### src/rtl/intr_pkg.sv
// Shared constants and FSM state encoding for the interrupt controller.
package intr_pkg;

    localparam int N_INTR = 8;

    // 2'd3 is not a legal encoding; the FSM recovers from it to IDLE.
    typedef enum logic [1:0] {
        IDLE    = 2'd0,
        REQ     = 2'd1,
        SERVICE = 2'd2
    } state_t;

endpackage

### src/rtl/intr_prio_onehot.sv
// Lowest-set-bit isolator: bit 0 has the highest priority, output is zero or one-hot.
module intr_prio_onehot
    import intr_pkg::*;
(
    input  logic [N_INTR-1:0] i_vec,
    output logic [N_INTR-1:0] o_onehot
);

    localparam logic [N_INTR-1:0] ONE = {{(N_INTR-1){1'b0}}, 1'b1};

    // Two's complement keeps the lowest set bit and clears every bit above it.
    assign o_onehot = i_vec & (~i_vec + ONE);

endmodule

### src/rtl/intr_ctrl.sv
// Edge-triggered, masked, fixed-priority interrupt controller with req/ack/ret handshake.
// Define INTR_SYNC_EN to put a 2-flop synchronizer in front of edge detection.
module intr_ctrl
    import intr_pkg::*;
(
    input  logic              clk,
    input  logic              reset,
    input  logic [N_INTR-1:0] intr_in,
    input  logic              mask_we,
    input  logic [N_INTR-1:0] mask_in,
    input  logic              intr_ack,
    input  logic              intr_ret,
    output logic              intr_req,
    output logic [N_INTR-1:0] intr_selec,
    output logic [N_INTR-1:0] pending_out,
    output logic              in_service
);

    logic [N_INTR-1:0] w_lines;
    logic [N_INTR-1:0] w_rise;
    logic [N_INTR-1:0] w_clr;
    logic [N_INTR-1:0] w_cand;
    logic [N_INTR-1:0] w_sel;

    logic [N_INTR-1:0] r_prev;
    logic [N_INTR-1:0] r_pending;
    logic [N_INTR-1:0] r_mask;
    logic [N_INTR-1:0] r_selec;
    logic              r_req;
    logic              r_in_service;
    state_t            r_state;

`ifdef INTR_SYNC_EN
    logic [N_INTR-1:0] r_sync1;
    logic [N_INTR-1:0] r_sync2;

    always_ff @(posedge clk) begin
        if (reset) begin
            r_sync1 <= '0;
            r_sync2 <= '0;
        end else begin
            r_sync1 <= intr_in;
            r_sync2 <= r_sync1;
        end
    end

    assign w_lines = r_sync2;
`else
    assign w_lines = intr_in;
`endif

    assign w_rise = w_lines & ~r_prev;
    assign w_clr  = (r_state == REQ && intr_ack) ? r_selec : '0;
    assign w_cand = r_pending & r_mask;

    intr_prio_onehot u_prio (
        .i_vec    (w_cand),
        .o_onehot (w_sel)
    );

    // NOTE: every register here uses <= so all reads see the pre-edge value of the cycle.
    always_ff @(posedge clk) begin
        if (reset) begin
            r_prev       <= '0;
            r_pending    <= '0;
            r_mask       <= '0;
            r_selec      <= '0;
            r_req        <= 1'b0;
            r_in_service <= 1'b0;
            r_state      <= IDLE;
        end else begin
            r_prev    <= w_lines;
            // A new edge wins over the acknowledge clear on the same bit.
            r_pending <= (r_pending & ~w_clr) | w_rise;
            if (mask_we)
                r_mask <= mask_in;

            case (r_state)
                IDLE: begin
                    r_req        <= 1'b0;
                    r_in_service <= 1'b0;
                    if (w_cand != '0) begin
                        r_selec <= w_sel;
                        r_req   <= 1'b1;
                        r_state <= REQ;
                    end else begin
                        r_selec <= '0;
                    end
                end
                REQ: begin
                    if (intr_ack) begin
                        r_req        <= 1'b0;
                        r_in_service <= 1'b1;
                        r_state      <= SERVICE;
                    end
                end
                SERVICE: begin
                    if (intr_ret) begin
                        r_selec      <= '0;
                        r_in_service <= 1'b0;
                        r_state      <= IDLE;
                    end
                end
                default: begin
                    r_selec      <= '0;
                    r_req        <= 1'b0;
                    r_in_service <= 1'b0;
                    r_state      <= IDLE;
                end
            endcase
        end
    end

    assign intr_req    = r_req;
    assign intr_selec  = r_selec;
    assign pending_out = r_pending;
    assign in_service  = r_in_service;

endmodule

### config.mk
export PLATFORM = sky130hd
export DESIGN_NAME = intr_ctrl
export DESIGN_NICKNAME = d
export VERILOG_FILES = /design/src/rtl/intr_pkg.sv /design/src/rtl/intr_prio_onehot.sv /design/src/rtl/intr_ctrl.sv
export SDC_FILE = /design/constraint.sdc
export NUM_CORES = 1
export LEC_CHECK = 0
export CORE_AREA = 2 2 56 58
export DETAILED_ROUTE_END_ITERATION = 8
export DIE_AREA = 0 0 58 60
export PLACE_DENSITY = 0.81
export REMOVE_ABC_BUFFERS = 1
export SLEW_MARGIN = 20
export SYNTH_ARGS = -nofsm -noshare
export SYNTH_HDL_FRONTEND = slang
export SYNTH_SLANG_ARGS = --single-unit
### constraint.sdc
create_clock -name clk -period 2.09 [get_ports clk]
set_input_delay 0.418 -clock clk [delete_from_list [all_inputs] [get_ports clk]]
set_output_delay 0.418 -clock clk [all_outputs]
set_load 0.005 [all_outputs]
=== Word level (Yosys, flattened, before mapping) ===
Index checks and enable logic that the tools add are counted.

* Output and inout bits: 18
* Input port bits: 21
* Register bits after elaboration: 36

* Mux-type cells: 14
* Equality and inequality tests: 5
* Reductions and logical operators: 7
* Bitwise gates (word level): 10
* Add/subtract/negate cells: 1

{| class="wikitable"
|+ Operators by type and width
! kind !! count
|-
| 8-bit bitwise AND || 4
|-
| 8-bit 2-to-1 mux || 3
|-
| 8-bit NOT || 3
|-
| 8-bit one-hot mux with 3 select lines || 1
|-
| 8-bit by 1-bit adder with 8-bit output, second input constant || 1
|-
| 8-bit OR || 1
|-
| 8-bit nonzero test || 1
|-
| 2-bit 2-to-1 mux || 3
|-
| 2-bit != test, second input constant || 3
|-
| 2-bit one-hot mux with 3 select lines || 1
|-
| 2-bit AND reduction || 3
|-
| 1-bit 2-to-1 mux || 4
|-
| 1-bit one-hot mux with 3 select lines || 1
|-
| 3-bit AND reduction || 1
|-
| 2-bit by 1-bit == test with 1-bit output, second input constant || 1
|-
| 2-bit == test, second input constant || 1
|-
| 2-bit logical NOT || 1
|-
| 1-bit NOT || 2
|-
| 1-bit one-hot mux with 2 select lines || 1
|-
| 1-bit logical AND || 1
|}

=== Longest topological paths before layout ===
* Depth after elaboration: 6
* Mapped depth: 5
* Mapped depth without buffers: 3

=== By module ===
A second synthesis with hierarchy kept.

* Cells, all modules: 148
* Area total of the unflattened synthesis: 1397.6 um^2

{| class="wikitable"
|+ By module, submodules not included
! module !! cells each !! area each (um^2) !! times used !! seq. area each (um^2)
|-
| intr_ctrl || 138 || 1313.8 || 1 || 720.7
|-
| intr_prio_onehot || 10 || 83.8 || 1 || 0.0
|}

=== Worst setup path before layout ===
No wires, ideal clock.

* Path kind: reg-to-reg
* Start: register r_pending[3] (netlist: pending_out[3])
* End: register r_req (netlist: intr_req)
* Buffers on the path: 0
* Arrival time: 1.173 ns
* Required time: 1.970 ns
* Period minus slack after synthesis: 1.293 ns
* Stages on the path, launching flop included: 4
* Path slack: 0.797 ns
* Cells stage by stage: dfxtp_1 > a222oi_1 > nand4_1 > a211o_1

* Longest elaborated chain between the ends: 4

{| class="wikitable"
|+ Ends and longest elaborated chain
! element !! RTL line !! RTL
|-
| start: declaration || intr_ctrl.sv:26 || <nowiki>logic [N_INTR-1:0] r_pending;</nowiki>
|-
| start signal: assignment || intr_ctrl.sv:74 || <nowiki>r_pending <= (r_pending & ~w_clr) | w_rise;</nowiki>
|-
| 8-bit bitwise AND || intr_ctrl.sv:54 || <nowiki>assign w_cand = r_pending & r_mask;</nowiki>
|-
| 8-bit nonzero test || intr_ctrl.sv:82 || <nowiki>if (w_cand != '0) begin</nowiki>
|-
| 1-bit 2-to-1 mux || intr_ctrl.sv:82 ||
|-
| 1-bit one-hot mux with 3 select lines || intr_ctrl.sv:78 || <nowiki>case (r_state)</nowiki>
|-
| end signal: assignment || intr_ctrl.sv:80 || <nowiki>r_req <= 1'b0;</nowiki>
|-
| end signal: assignment || intr_ctrl.sv:84 || <nowiki>r_req <= 1'b1;</nowiki>
|-
| end signal: assignment || intr_ctrl.sv:92 || <nowiki>r_req <= 1'b0;</nowiki>
|-
| end: declaration || intr_ctrl.sv:29 || <nowiki>logic r_req;</nowiki>
|}

No other way between the ends.
A chain may end at the register's enable or synchronous reset.

=== Worst setup path in the final report ===
* Start: register r_pending[2] (netlist: pending_out[2])
* End: output pending_out[2]

{| class="wikitable"
|+ RTL lines
! element !! RTL line !! RTL
|-
| end: declaration || intr_ctrl.sv:15 || <nowiki>output logic [N_INTR-1:0] pending_out,</nowiki>
|}

No word-level cell between the ends.

==> summary by stage <==
Synthesis
The number of storage elements in the synthesis netlist is 36. The mapped cell area is between 1000 and 1500 um2. Sorting the synthesized cells by how often they occur yields 36 x dfxtp_1, 17 x a21oi_1, 13 x o21ai_0. The number of distinct library cell variants in the gate-level netlist after synthesis is 29. The cell count after synthesis came out at ~150. Sorting the synthesized cells by area gives the leading types as dfxtp_1 51%, a21oi_1 6.1%, mux2i_1 5.7%. The mean instance size in the synthesized netlist is roughly 9.3 um2. dfxtp_1 takes more of the synthesized area than any other cell. The share of the synthesized area in the top cell type is around 51%. Among all cell types in the netlist, the one instantiated most often is dfxtp_1.

The warning count from the yosys run is 0. The share of synthesized area occupied by flip-flops and latches is 51.3%. The most common flop cell mapped by yosys is dfxtp_1. The share of synthesized registers carrying an async set or reset is 0%. Counting flops with a built-in enable in the synthesized netlist gives 0.

Detailed routing
The via count is approximately 1200. After detailed routing, the average wire length per cell comes to roughly 15 um. The first detailed-routing pass ran for 4 iterations.

For this run, design rule violations remaining after detail routing come to 0. The initial DRC count is 44. The final wirelength is roughly 3300 um. Dividing the detail-routed via count by the number of cells gives around 5.4.

In this run the remaining antenna-violating nets after routing total 0.

Timing
The worst max-slew margin expressed relative to the limit is a little over three fifths. The slew at the pin closest to its max-slew limit is ~0.55 ns. The number of pins with negative max-slew slack in the final report is 0. The setup clock skew after layout is just over 0.007 ns.

Setup violations remaining at the end of the flow were counted as 0. Setup total negative slack on the finished layout was measured at 0 ns. The smallest setup slack after layout is approximately 0.37 ns.

In the finished design, the share of the clock period the worst path needs comes to between 80% and 90%. The maximum frequency from static timing analysis is just under 0.6 GHz. The clock period could shrink to 1.72 ns. The hold violation total from the final report is 0. Setup repair after global routing left no endpoint under its margin.

CTS
TritonCTS built the clock tree. At the later pin of the worst-skew pair, clock insertion delay measures 0.34 ns. Hold repair after CTS inserted 0 buffers. The longest clock path from root to sink contains 2 buffers.

The H-tree was split into 2 levels. The number of buffers added for setup after CTS is 0. The number of CTS-inserted buffers is 5. The post-cts repair resize count is 0. The tree is rooted in a clkbuf_4. Clock tree synthesis found a total of 36 sinks. After clock tree synthesis, the clock-pin slew on the worst setup and hold paths is approximately 0.09 ns.

Die
The die is around 60 um tall. The core footprint is 2900 um2. The initial standard-cell utilization of the core is around half. 39 I/O pins were placed. The overall die width is slightly below 60 um. The floorplan has 20 rows. The die covers approximately 3500 um2.

Setup path
The count of buffer and inverter cells on the critical path is 1. On the worst path, the slowest cell contributes a delay of about 0.53 ns. STA puts the critical path data arrival time at between 1 and 1.5 ns. The startpoint identified for the worst register-to-register timing path is r_state[0]. For the worst setup path, the data required time is approximately 1.7 ns.

The maximum fanout along the worst path is 6. STA classifies the critical path endpoint as an output pin. For the worst flop-to-flop path, the logic depth is 3. The worst setup path is launched from a flip-flop. The start-to-end type of the worst setup path is flip-flop to output pin. In this run the worst setup path begins at pending_out[2]. Grouping stages by cell kind, the critical path spends the most delay in buffers and inverters.

The slowest library cell on the worst path is clkdlybuf4s50_1. The depth of the critical timing path with buffers and inverters included is 1. The signal on the critical path passes through clkdlybuf4s50_1.

Place
Before CTS, the worst setup slack after placement is 0.288 ns. The estimated wirelength of the detail-placed design is about 2400 um. The number of buffers added on ports is 38. The global placement routability congestion is around 0.80.

Min path
The worst hold path begins at r_prev[2]. The cell count of the worst hold path is 2. The type of the worst min-delay path is flip-flop to flip-flop.

Global route
The pin count of the biggest net entering global routing is 19. The wire length of the first global-routing pass is 5510 um. The remaining global-route overflow is 0. Global routing consumed, over all layers together, between 20% and 30% of the routing resources. The number of antenna violations at the first check in global routing is 0.

The via count of the first global-routing pass is around 1200.

Power
Dividing total power by cell area gives a power density of 731 nW/um2. In this run the static leakage power is roughly 0.7 nW. In this run switching power makes up between 20% and 30% of total power. The internal portion of total power is slightly above 1 mW. The worst ir drop on vdd is just over 0.5 mV. The switching power summed over all nets is between 300 and 400 uW. The part of the total power dissipated in sequential elements is a little under three fifths.

The power share of the clock group is a little under a third. Summing internal, switching and leakage power gives around 1.4 mW. Per report_power, the combinational group accounts for 14.3% of the total.

Finish
The final core area utilization is approximately two thirds. The fraction of layout instances using a drive strength above 1 is around 6.8%. The final net count is 212. The area growth from synthesis to final layout is 33.9%. The number of antenna cells inserted is 0.

Job
The reported max-cap violation count is 0.

Status
The flow ran to the end, and the final reports show no timing, DRC or antenna violations.
-- cell families (layout without fill, tap and decap cells) --
kind of cell	count (synthesis)	count (layout)	synth area share, %
AOI/OAI and AO/OA	40	40	16.8
buffers and inverters	16	56	4.55
DFF	36	36	51.3
muxes	8	8	5.70
and+or+nand+nor	51	51	21.6
-- power groups by stage --
| stage | logic [mW] | registers [mW] | clock network (mW) |
|---|---|---|---|
| after floorplan | 0.0812 | 0.771 | 0 |
| after global placement | 0.189 | 0.776 | 0 |
| after detailed placement | 0.196 | 0.779 | 0 |
| after CTS | 0.197 | 0.764 | 0.419 |
| after global routing | 0.216 | 0.770 | 0.452 |
| final | 0.196 | 0.765 | 0.413 |
-- area by class of cell --
| cell class | count | area, um2 |
|---|---|---|
| well taps | 33 | 41.3 |
| clock buffers | 7 | 65.1 |
| inverters | 8 | 30.0 |
| flip-flops and latches | 36 | 721 |
| multi-input cells | 99 | 619 |
| fillers | 261 | 1020 |
| repair buffers | 41 | 403 |
-- registers in the layout (all words and copies together), names as in the netlist --
name / count
r_prev: 8
in_service: 1
intr_req: 1
r_state: 2
r_mask: 8
intr_selec: 8
pending_out: 8
-- cell usage in the layout (no fill, tap or decap), types with 2 or more instances in the layout --
cell             count
o32ai_1              2
inv_1                8
nor2b_1              9
nand3b_1             4
nand2b_1             8
nor2_1              11
o21ai_0             13
dfxtp_1             36
clkdlybuf4s50_1     38
clkbuf_4             5
nand2_1              3
a21oi_1             17
mux2i_1              8
buf_4                3
and2_1               2
nand4_1              7
a22oi_1              2
nor3_1               2
clkbuf_8             2
-- worst reg2reg max path: cells and delay by family, from the launching register on --
family	cells	cell delay [ns]
compound gates	1	0.28
flops	1	0.53
simple gates	2	0.70
-- metal layers --
layer	part of all wire [%]	global-route usage (%)
met5	0	0
met4	0.76	6.31
met3	5.9	7.58
met2	50	35.9
met1	43	24.5
-- through the flow --
stage	hold slack [ns]	std cells	cell area (um2)
finish	0.491	224	1880
global placement	0.468	217	1810
CTS	0.492	224	1880
floorplan	0.456	143	1370
global route	0.519	224	1880
detailed placement	0.479	217	1810
-- worst paths after layout --
path                                        to  slack, ns
worst min register to register  pending_out[2]       0.49
worst max-delay path            pending_out[2]       0.37
worst min-delay path            pending_out[2]       0.49
worst max register to register   intr_selec[6]       0.49
(Power assumes the default switching activity.)
